File: src/rtl/fft_frame_ctrl.sv
// fft_frame_ctrl: issues 16-lane blocks into the stage-0 FFT pipeline one
// frame at a time, tracks frames in flight against a credit limit, counts
// returning result blocks and flags source underruns and output timeouts.
module fft_frame_ctrl #(
   parameter int BLK_PER_FRAME = 32,
   parameter int MAX_INFLIGHT  = 2,
   parameter int TIMEOUT       = 255
) (
   input  logic                              clk,
   input  logic                              rst,
   input  logic                              enable,
   input  logic                              src_valid,
   output logic                              src_ready,
   output logic                              din_valid,
   output logic [$clog2(BLK_PER_FRAME)-1:0]  blk_idx,
   input  logic                              out_valid,
   output logic                              frame_done,
   output logic [$clog2(MAX_INFLIGHT+1)-1:0] inflight,
   output logic                              busy,
   output logic                              err_underrun,
   output logic                              err_timeout,
   input  logic                              err_clr
);

   localparam int BW = $clog2(BLK_PER_FRAME);
   localparam int IW = $clog2(MAX_INFLIGHT + 1);
   localparam int TW = $clog2(TIMEOUT + 1);
   localparam logic [BW-1:0] LAST_BLK = BW'(BLK_PER_FRAME - 1);

   typedef enum logic [1:0] {IDLE, FILL, ABORT} state_t;

   state_t          state;
   logic [BW-1:0]   out_cnt;
   logic [TW-1:0]   tmo_cnt;
   logic            can_start;
   logic            last_in;
   logic            ov_live;
   logic            last_out;
   logic            underrun;
   logic            tmo_hit;

   // Handshake and event decode; everything here is gated by rst so the
   // outputs drop the moment reset is asserted.
   always_comb begin
      can_start  = enable && src_valid && (inflight < IW'(MAX_INFLIGHT));
      src_ready  = !rst && (((state == IDLE) && can_start) || (state == FILL));
      din_valid  = src_valid && src_ready;
      last_in    = din_valid && (blk_idx == LAST_BLK);
      underrun   = !rst && (state == FILL) && !src_valid;
      // Result blocks with nothing outstanding are stray and ignored.
      ov_live    = !rst && out_valid && (inflight != '0);
      last_out   = ov_live && (out_cnt == LAST_BLK);
      frame_done = last_out;
      tmo_hit    = !rst && !out_valid && (inflight != '0) &&
                   (tmo_cnt == TW'(TIMEOUT - 1));
      busy       = (state != IDLE) || (inflight != '0);
   end

   // Issue-side FSM and block index.
   always_ff @(posedge clk or posedge rst) begin
      if (rst) begin
         state   <= IDLE;
         blk_idx <= '0;
      end else begin
         if (underrun)       blk_idx <= '0;
         else if (din_valid) blk_idx <= last_in ? '0 : blk_idx + BW'(1);
         case (state)
            IDLE:    if (din_valid && !last_in) state <= FILL;
            FILL:    if (underrun) state <= ABORT;
                     else if (last_in) state <= IDLE;
            ABORT:   if (inflight == '0) state <= IDLE;
            default: state <= IDLE;
         endcase
      end
   end

   // Frame credit and output block counter. A frame counts as in flight only
   // once its last block has issued; a timeout abandons everything outstanding.
   always_ff @(posedge clk or posedge rst) begin
      if (rst) begin
         inflight <= '0;
         out_cnt  <= '0;
      end else if (tmo_hit) begin
         inflight <= '0;
         out_cnt  <= '0;
      end else begin
         inflight <= inflight + IW'(last_in) - IW'(last_out);
         if (ov_live) out_cnt <= last_out ? '0 : out_cnt + BW'(1);
      end
   end

   // Idle-cycle counter while result blocks are owed.
   always_ff @(posedge clk or posedge rst) begin
      if (rst)                                        tmo_cnt <= '0;
      else if (out_valid || inflight == '0 || tmo_hit) tmo_cnt <= '0;
      else                                            tmo_cnt <= tmo_cnt + TW'(1);
   end

   // Sticky error flags; a new error wins over a clear in the same cycle.
   always_ff @(posedge clk or posedge rst) begin
      if (rst) begin
         err_underrun <= 1'b0;
         err_timeout  <= 1'b0;
      end else begin
         if (underrun)     err_underrun <= 1'b1;
         else if (err_clr) err_underrun <= 1'b0;
         if (tmo_hit)      err_timeout  <= 1'b1;
         else if (err_clr) err_timeout  <= 1'b0;
      end
   end

endmodule

File: config.mk
export PLATFORM = sky130hd
export DESIGN_NAME = fft_frame_ctrl
export DESIGN_NICKNAME = d
export VERILOG_FILES = /design/src/rtl/fft_frame_ctrl.sv
export SDC_FILE = /design/constraint.sdc
export NUM_CORES = 1
export LEC_CHECK = 0
export BUFFER_PORTS_ARGS = -buffer_cell sky130_fd_sc_hd__buf_2
export CAP_MARGIN = 20
export CELL_PAD_IN_SITES_DETAIL_PLACEMENT = 0
export CELL_PAD_IN_SITES_GLOBAL_PLACEMENT = 2
export CORE_ASPECT_RATIO = 1.75
export CORE_MARGIN = 5
export CORE_UTILIZATION = 38
export DETAILED_ROUTE_END_ITERATION = 8
export PLACE_DENSITY_LB_ADDON = 0.1
export RECOVER_POWER = 100
export SETUP_SLACK_MARGIN = 0.2
export SLEW_MARGIN = 40
export SYNTH_ARGS = -nofsm -noshare
export SYNTH_HDL_FRONTEND = slang
export SYNTH_SLANG_ARGS = --single-unit
File: constraint.sdc
create_clock -name clk -period 4.9 [get_ports clk]
set_input_delay 0.735 -clock clk [delete_from_list [all_inputs] [get_ports clk]]
set_output_delay 0.735 -clock clk [all_outputs]
set_load 0.02 [all_outputs]
### After elaboration in Yosys (flattened, before gate mapping)

Index checks and enable logic that the tools add are counted.
W data, S select, Z words.

* $add $sub $neg: 5
* multiply operators: 0
* div/mod/pow operators: 0
* $lt $le $gt $ge: 1
* equality and inequality tests: 8
* shift operators: 0
* mux-type cells: 16
* bitwise operators: 0
* reduce and logical (&&, ||, !) cells: 32

Operators by type and width (count)
* $mux W5: 6
* $logic_and A1 B1 Y1: 15
* $reduce_bool A2 Y1: 6
* $add A5 B1 Y5 const B: 2
* $eq A5 B5 Y1 const B: 2
* $mux W2: 5
* $add A8 B1 Y8 const B: 1
* $eq A8 B8 Y1 const B: 1
* $mux W8: 1
* $pmux W2 S3: 1
* $logic_not A1 Y1: 4
* $logic_not A2 Y1: 2
* $logic_or A1 B1 Y1: 4
* $mux W1: 3
* $ne A3 B3 Y1 const B: 1
* $reduce_and A3 Y1: 1
* $add A2 B1 Y2: 1
* $eq A2 B1 Y1 const B: 1
* $eq A2 B2 Y1 const B: 1
* $lt A2 B2 Y1 const B: 1
* $ne A2 B1 Y1 const B: 1
* $ne A2 B2 Y1 const B: 1
* $sub A2 B1 Y2: 1

* register bits after elaboration: 24
* bits in latches: 0
* RAM bits: 0
* memory bits (read-only): 0
* bits of input ports: 6
* output and inout bits: 13
* word-level logic and storage cells: 69
* memories kept: 0

### Depth between registers and ports, before layout

Gate-level depths: netlist of the first run.

* depth after elaboration: 11
* depth in mapped cells: 10
* depth with buffers taken out: 10

### Worst setup path before layout of the first run

OpenSTA, ideal clock, no wires.

* kind: input to register
* from: input rst
* to: register inflight[1]
* arrival: 2.106 ns
* data required time: 4.771 ns
* setup slack: 2.666 ns
* cell stages on the path: 9
* cell sequence: nand2b_1 nor2_1 and2_1 ha_1 inv_1 ha_1 xor2_1 xnor2_1 nor2_1

* elaborated cells between the ends (all ways): 13

RTL lines
* start, declared: RTL line 10 `input logic rst,`
* $logic_not A1 Y1 (no line)
* $logic_and A1 B1 Y1 (2 in a row): RTL line 51 `ov_live = !rst && out_valid && (inflight != '0);`
* $logic_and A1 B1 Y1: RTL line 52 `last_out = ov_live && (out_cnt == LAST_BLK);`
* via frame_done: RTL line 17 `output logic frame_done,`
* $sub A2 B1 Y2: RTL line 87 `inflight <= inflight + IW'(last_in) - IW'(last_out);`
* $mux W2: RTL line 83 `end else if (tmo_hit) begin`
* end signal, assigned: RTL line 87
* end, declared: RTL line 18 `output logic [$clog2(MAX_INFLIGHT+1)-1:0] inflight,`

The timed path passes the listed nets, and every way through them passes these cells.
A chain may end at the register's enable or synchronous reset.

### Worst setup path in the final report of the first run

* from: input rst
* to: output src_ready

* cells in the longest elaborated chain, start to end: 2

RTL lines
* $logic_not A1 Y1 (no line)
* $logic_and A1 B1 Y1: RTL line 46 `src_ready = !rst && (((state == IDLE) && can_start) || (state == FILL));`
* end, declared: RTL line 13 `output logic src_ready,`

No other way between the ends.

==> results.md, run 1 <==
* Clk_skew at 0.00272 ns
* WP data required at 4.16 ns
* Crit Path Max Fanout at 6
* DR pass1 iterations at 4
* Synth area leaders: dfrtp_1 46%, ha_1 7.7%, nor2_1 4.9%, xnor2_1 3.4%, xor2_1 3.4%
* First-pass GRT wire length at 4550 um
* Setup TNS Final at 0 ns
* Critical Path AT at 1.76 ns
* Num ports at 19
* Synth Register Bits at 24
* Top cell type by total area after synthesis: dfrtp_1
* Mapped Avg Cell Area at 10.5 um2
* CORE AREA at 3330 um2
* Leak at 0.712 nW
* Setup Buffers After CTS at 0
* Post-synthesis cell type count at 35
* Kind of critical path: in2out
* WP buf/inv at 3
* Iteration-0 DRC Markers at 13
* CP peak stage delay at around 0.34 ns
* Mapped Cells at 124
* HP Class: reg2reg
* DRC viols at 0
* Final worst-path cycle share at 51.0%
* H-tree Lvls at 1
* Cell area after synthesis at around 1300 um2
* GRT Total Usage at 13.0%
* Fin crit period at 2.50 ns
* CP max-delay cell: nor2_1
* Final non-filler cell total at 190
* Proportion of layout cells with a drive suffix above 1 at 9.66%
* Die Height at 87.3 um
* Initial Utilization at 39.0%
* Largest net degree at the start of global routing at 25
* Peak VDD IR at 211 uV
* Area occupied by multi-input gates at ~640 um2
* Startpoint Class: input port
* Post-synthesis sequential area ratio at between 40% and 50%
* WHS at 0.491 ns
* PD cells at 358 nW/um2
* Worst slack at placement at ~2.5 ns
* Delay-heaviest family, CP: buffers and inverters
* Sinks on Clock Net at 24
* Clock buffer depth at 2
* RD Place Congestion at about 0.75
* Status: finished clean
* Die area at about 4700 um2
* Number of antenna diodes at 0
* Synth top cells by count: 24 x dfrtp_1, 17 x nor2_1, 8 x ha_1, 8 x nand2_1, 6 x inv_1
* Share of the synthesized area in the top cell type at roughly 46%
* Initial antenna violation count at 0
* Setup-failing EPs final at 0
* Slew @ Worst Pin at 0.938 ns
* Clk Latency, worst-skew pair at 0.26 ns
* Total nets after synthesis at 138
* Worst r2r path cells at 10
* Post-route setup slack at 2.40 ns
* RSZ-0062 raised after global routing: no
* Finished Cell Area at 1470 um2
* Row Count at 28
* Relative max-transition margin at 37.0%
* Via density at between 4 and 5
* Max Cap Viol at 0
* Fmax at 0.400 GHz
* Die span in x at 54.2 um
* Ys async rst share at 100%
* Yosys warns at 0
* Cts hold-fix bufs at 0
* Post-route ant nets at 0
* Number of synthesized flops with an enable pin at 0
* Vias in the first global route at 977
* Placed cell areas at 1440 um2
* Final WL at 2560 um
* WL/cell at ~13 um
* CTS tree: yes
* Critical-path cell list: clkbuf_1, nor2_1, o21ai_0, inv_1, clkbuf_1
* Grt ovf at 0
* Reg clk slew, reported paths at ~0.090 ns
* Root buffer cell: clkbuf_8
* Final Slew Violations at 0
* DP Cell Count at 186
* CP Depth at 5
* I/O Buffers at 18
* Post-CTS resize count at 0
* Hold Violations, Final at 0
* Fill count at 339
* Placed wire-length estimate at around 2000 um
* Most Frequent Cell on Critical Path: clkbuf_1
* Routed vias at between 900 and 1000
* CTS Buf Count at 3
* Register area at approximately 600 um2
* WHS Path Cells at 1
* Endpoint class of the critical path: output pin
* Main synth FF type: dfrtp_1
* Area Growth Syn to Fin at 13.0%
* Count leader, synth: dfrtp_1
* Nets at between 150 and 200
-- final cells by class --
class,count,share of cell area [%]
multi-input combinational,93,43.8
sequential,24,40.9
timing repair buffer,18,5.03
tap,45,3.84
clock buffer,3,2.81
clock inverter,1,2.05
inverter,6,1.53
-- logic make-up after synthesis --
family                   after synthesis  synth area share, %
adder cells (fa/ha/maj)                8                 7.71
AO/OA/AOI/OAI                         17                 10.2
AND/OR/NAND/NOR                       55                 24.6
multiplexers                           3                 2.41
XOR/XNOR                              10                 6.74
buffers and inverters                  7                 2.12
flip-flops                            24                 46.2
-- metal layers --
layer	up-vias	track usage, %	share of wire, %
met5	-	0	0
met4	0	4.76	1.1
li1	473	-	-
met1	450	15.9	40
met2	21	22.2	54
met3	2	1.89	4.7
-- placed cells by master (no fill, tap or decap), types with 4 or more instances in the layout --
cell       n
inv_1      6
xnor2_1    5
nor2_1    19
buf_2      5
dfrtp_1   24
nand3_1    4
o21ai_0    4
clkbuf_1  13
xor2_1     5
ha_1       8
nor2b_1    5
nand2_1    8
nand3b_1   4
-- worst paths after layout --
kind / from / end / slack (ns)
worst min-delay path: err_timeout$_DFFE_PP0P_ / err_timeout$_DFFE_PP0P_ / 0.49
worst max register to register: out_cnt[0]$_DFFE_PP0P_ / inflight[1]$_DFF_PP0_ / 2.66
min in group asynchronous: rst / tmo_cnt[6]$_DFF_PP0_ / 0.74
worst min register to register: err_timeout$_DFFE_PP0P_ / err_timeout$_DFFE_PP0P_ / 0.49
worst max-delay path: rst / src_ready / 2.40
max in group asynchronous: rst / out_cnt[4]$_DFFE_PP0P_ / 3.61
-- power breakdown --
part	switching (mW)	internal, mW
Combinational	0.0679	0.0400
Sequential	0.0273	0.219
Clock	0.0624	0.109
Total	0.158	0.368
-- flip-flops by register name, indices dropped and copies added, names as in the netlist --
register / count
tmo_cnt: 8
blk_idx: 5
out_cnt: 5
inflight: 2
state: 2
err_timeout: 1
err_underrun: 1
-- metrics by stage --
| stage | total power [mW] | utilization (%) |
|---|---|---|
| after CTS | 0.546 | 45.4 |
| after detailed placement | 0.372 | 43.3 |
| final | 0.526 | 44.1 |
| after floorplan | 0.331 | - |
| after global placement | 0.370 | 43.3 |
| after global routing | 0.562 | 44.1 |
(Power assumes the default switching activity.)
==> run 2: changes to the inputs <==
Settings changed: CORE_UTILIZATION 38 to 32.
Clock period 4.9 ns to 2.2 ns, I/O delays scaled along.
==> results.md, run 2 (synthesized netlist as in run 1, its figures left out) <==
* Status: finished clean
* Final worst-path cycle share at between 90% and 100%
* Startpoint Class: register
* Row Count at 30 (+7.1%)
* Number of antenna diodes at 0 (unchanged)
* Fmax at 0.495 GHz
* Largest registers: tmo_cnt (8), blk_idx (5), out_cnt (5)
* Most flop-heavy register: tmo_cnt
* Post-route ant nets at 0 (unchanged)
* RSZ-0062 raised after global routing: yes
* Most frequent cells in the layout: 22 x dfrtp_1, 18 x nor2_1, 14 x clkbuf_1
* WP data required at 2.33 ns (-1.83 ns)
* R2R setup slack at 0.18 ns (-2.48 ns)
* HP Class: in2async
* Area Growth Syn to Fin at 24.1%
* Hold Violations, Final at 0 (unchanged)
* Crit Path Max Fanout at 2 (-4)
* Nets at 168 (+5.0%)
* Iteration-0 DRC Markers at 24 (+11)
* Setup TNS Final at 0 ns (unchanged)
* Most common cell after layout, fill and taps aside: dfrtp_1
* CTS Buf Count at 3 (unchanged)
* Via density at 5.00 (+0.32%)
* I/O Buffers at 18 (unchanged)
* Worst slack at placement at 0.118 ns (-2.40 ns)
* RR Endpoint: inflight[1]$_DFF_PP0_
* Die span in x at 58.2 um (+7.3%)
* Clk_skew at 0.00204 ns (-0.000680 ns)
* R2r startpoint: out_cnt[1]$_DFFE_PP0P_
* Max Cap Viol at 0 (unchanged)
* Final Slew Violations at 0 (unchanged)
* Die area at 5480 um2 (+16%)
* First-pass GRT wire length at 4770 um (+4.8%)
* RD Place Congestion at 0.852 (+14%)
* Kind of critical path: reg2reg
* Root buffer cell: clkbuf_8
* Reg clk slew, reported paths at 0.08 ns (about the same)
* Worst r2r path cells at 10 (unchanged)
* Placed wire-length estimate at 2250 um (+12%)
* Critical Path AT at 2.16 ns (+0.40 ns)
* Proportion of layout cells with a drive suffix above 1 at 22.2% (+13 points)
* Setup-failing EPs final at 0 (unchanged)
* Sinks on Clock Net at 24 (unchanged)
* Grt ovf at 0 (unchanged)
* GRT Total Usage at 11.5% (-1.5 points)
* Initial antenna violation count at 0 (unchanged)
* WL/cell at 14.3 um (+5.9%)
* Slew @ Worst Pin at 0.954 ns (+0.0162 ns)
* Fin crit period at 2.02 ns
* Num ports at 19 (unchanged)
* Leak at 0.736 nW (+3.4%)
* Clk Latency, worst-skew pair at 0.26 ns (about the same)
* Initial Utilization at 33.3% (-5.8 points)
* CTS tree: yes
* Endpoint class of the critical path: register
* Fill count at 411 (+21%)
* Clock buffer depth at 2 (unchanged)
* Max FFs per register at 8 (unchanged)
* H-tree Lvls at 1 (unchanged)
* PD cells at 701 nW/um2 (+96%)
* Die Height at 94.3 um (+7.9%)
* Largest net degree at the start of global routing at 18 (-28%)
* DR pass1 iterations at 4 (unchanged)
* Post-route setup slack at 0.179 ns (-2.22 ns)
* Vias in the first global route at 1005 (+2.9%)
* Routed vias at 1004 (+6.1%)
* Peak VDD IR at 354 uV (+68%)
* Final WL at 2870 um (+12%)
* Final Power at 1.13 mW (+110%)
* DRC viols at 0 (unchanged)
* Relative max-transition margin at 36.4% (-0.60 points)
* CORE AREA at 3900 um2 (+17%)
[run 2: worst max path at each step]
stage                                      start               endpoint  slack, ns  cells past startpoint
after floorplan           blk_idx[0]$_DFFE_PP0P_  inflight[1]$_DFF_PP0_       0.20                     10
after global placement    out_cnt[1]$_DFFE_PP0P_  inflight[1]$_DFF_PP0_       0.17                     10
after detailed placement  out_cnt[1]$_DFFE_PP0P_  inflight[1]$_DFF_PP0_       0.12                     10
after CTS                 out_cnt[0]$_DFFE_PP0P_  inflight[1]$_DFF_PP0_       0.18                     10
after global routing      out_cnt[1]$_DFFE_PP0P_  inflight[1]$_DFF_PP0_       0.08                     10
final                     out_cnt[1]$_DFFE_PP0P_  inflight[1]$_DFF_PP0_       0.18                     10
[run 2: repair_timing]
| action | 4_1_cts | 5_1_grt |
|---|---|---|
| setup endpoints to repair | 1 | 1 |
| setup buffers | 4 | 2 |
| hold buffers | 0 | 0 |
| resized for setup | 2 | 2 |
| pin swaps | 4 | 4 |
[run 2: where the power goes]
part | switching (mW) | internal (mW) | total [mW]
logic | 0.161 | 0.108 | 0.269
clock network | 0.136 | 0.160 | 0.296
registers | 0.0732 | 0.491 | 0.564
total | 0.371 | 0.759 | 1.13
[run 2: layer usage]
layer | vias to the layer above | share of wire (%) | track usage, %
met5 | - | 0 | 0
met2 | 17 | 56 | 21.2
met4 | 0 | 1.5 | 5.22
met3 | 4 | 3.9 | 1.65
li1 | 492 | - | -
met1 | 491 | 39 | 12.6
[run 2: stage by stage]
step,hold slack [ns],utilization [%],instances,cell area [um2]
after floorplan,0.344,-,124,1380
after global placement,0.355,39.4,191,1540
after detailed placement,0.361,39.4,191,1540
after CTS,0.0659,41.8,199,1630
after global routing,0.101,41.3,201,1610
final,0.0849,41.3,201,1610
[run 2: cell type report]
cell class | instances | area [um2] | share of cell area (%)
well taps | 48 | 60.1 | 3.73
flip-flops and latches | 24 | 603 | 37.4
inverters | 6 | 22.5 | 1.40
multi-input cells | 93 | 741 | 46.0
repair buffers | 26 | 130 | 8.07
clock buffers | 4 | 55.1 | 3.42
[run 2: critical path, stage by stage (launching register included)]
cell and delay (ns):
dfrtp_1 0.39, ha_1 0.22, and3_4 0.19, ha_4 0.15, and2_4 0.14, ha_4 0.26
inv_2 0.03, ha_4 0.14, xor2_1 0.14, xnor2_1 0.18, nor2_1 0.05
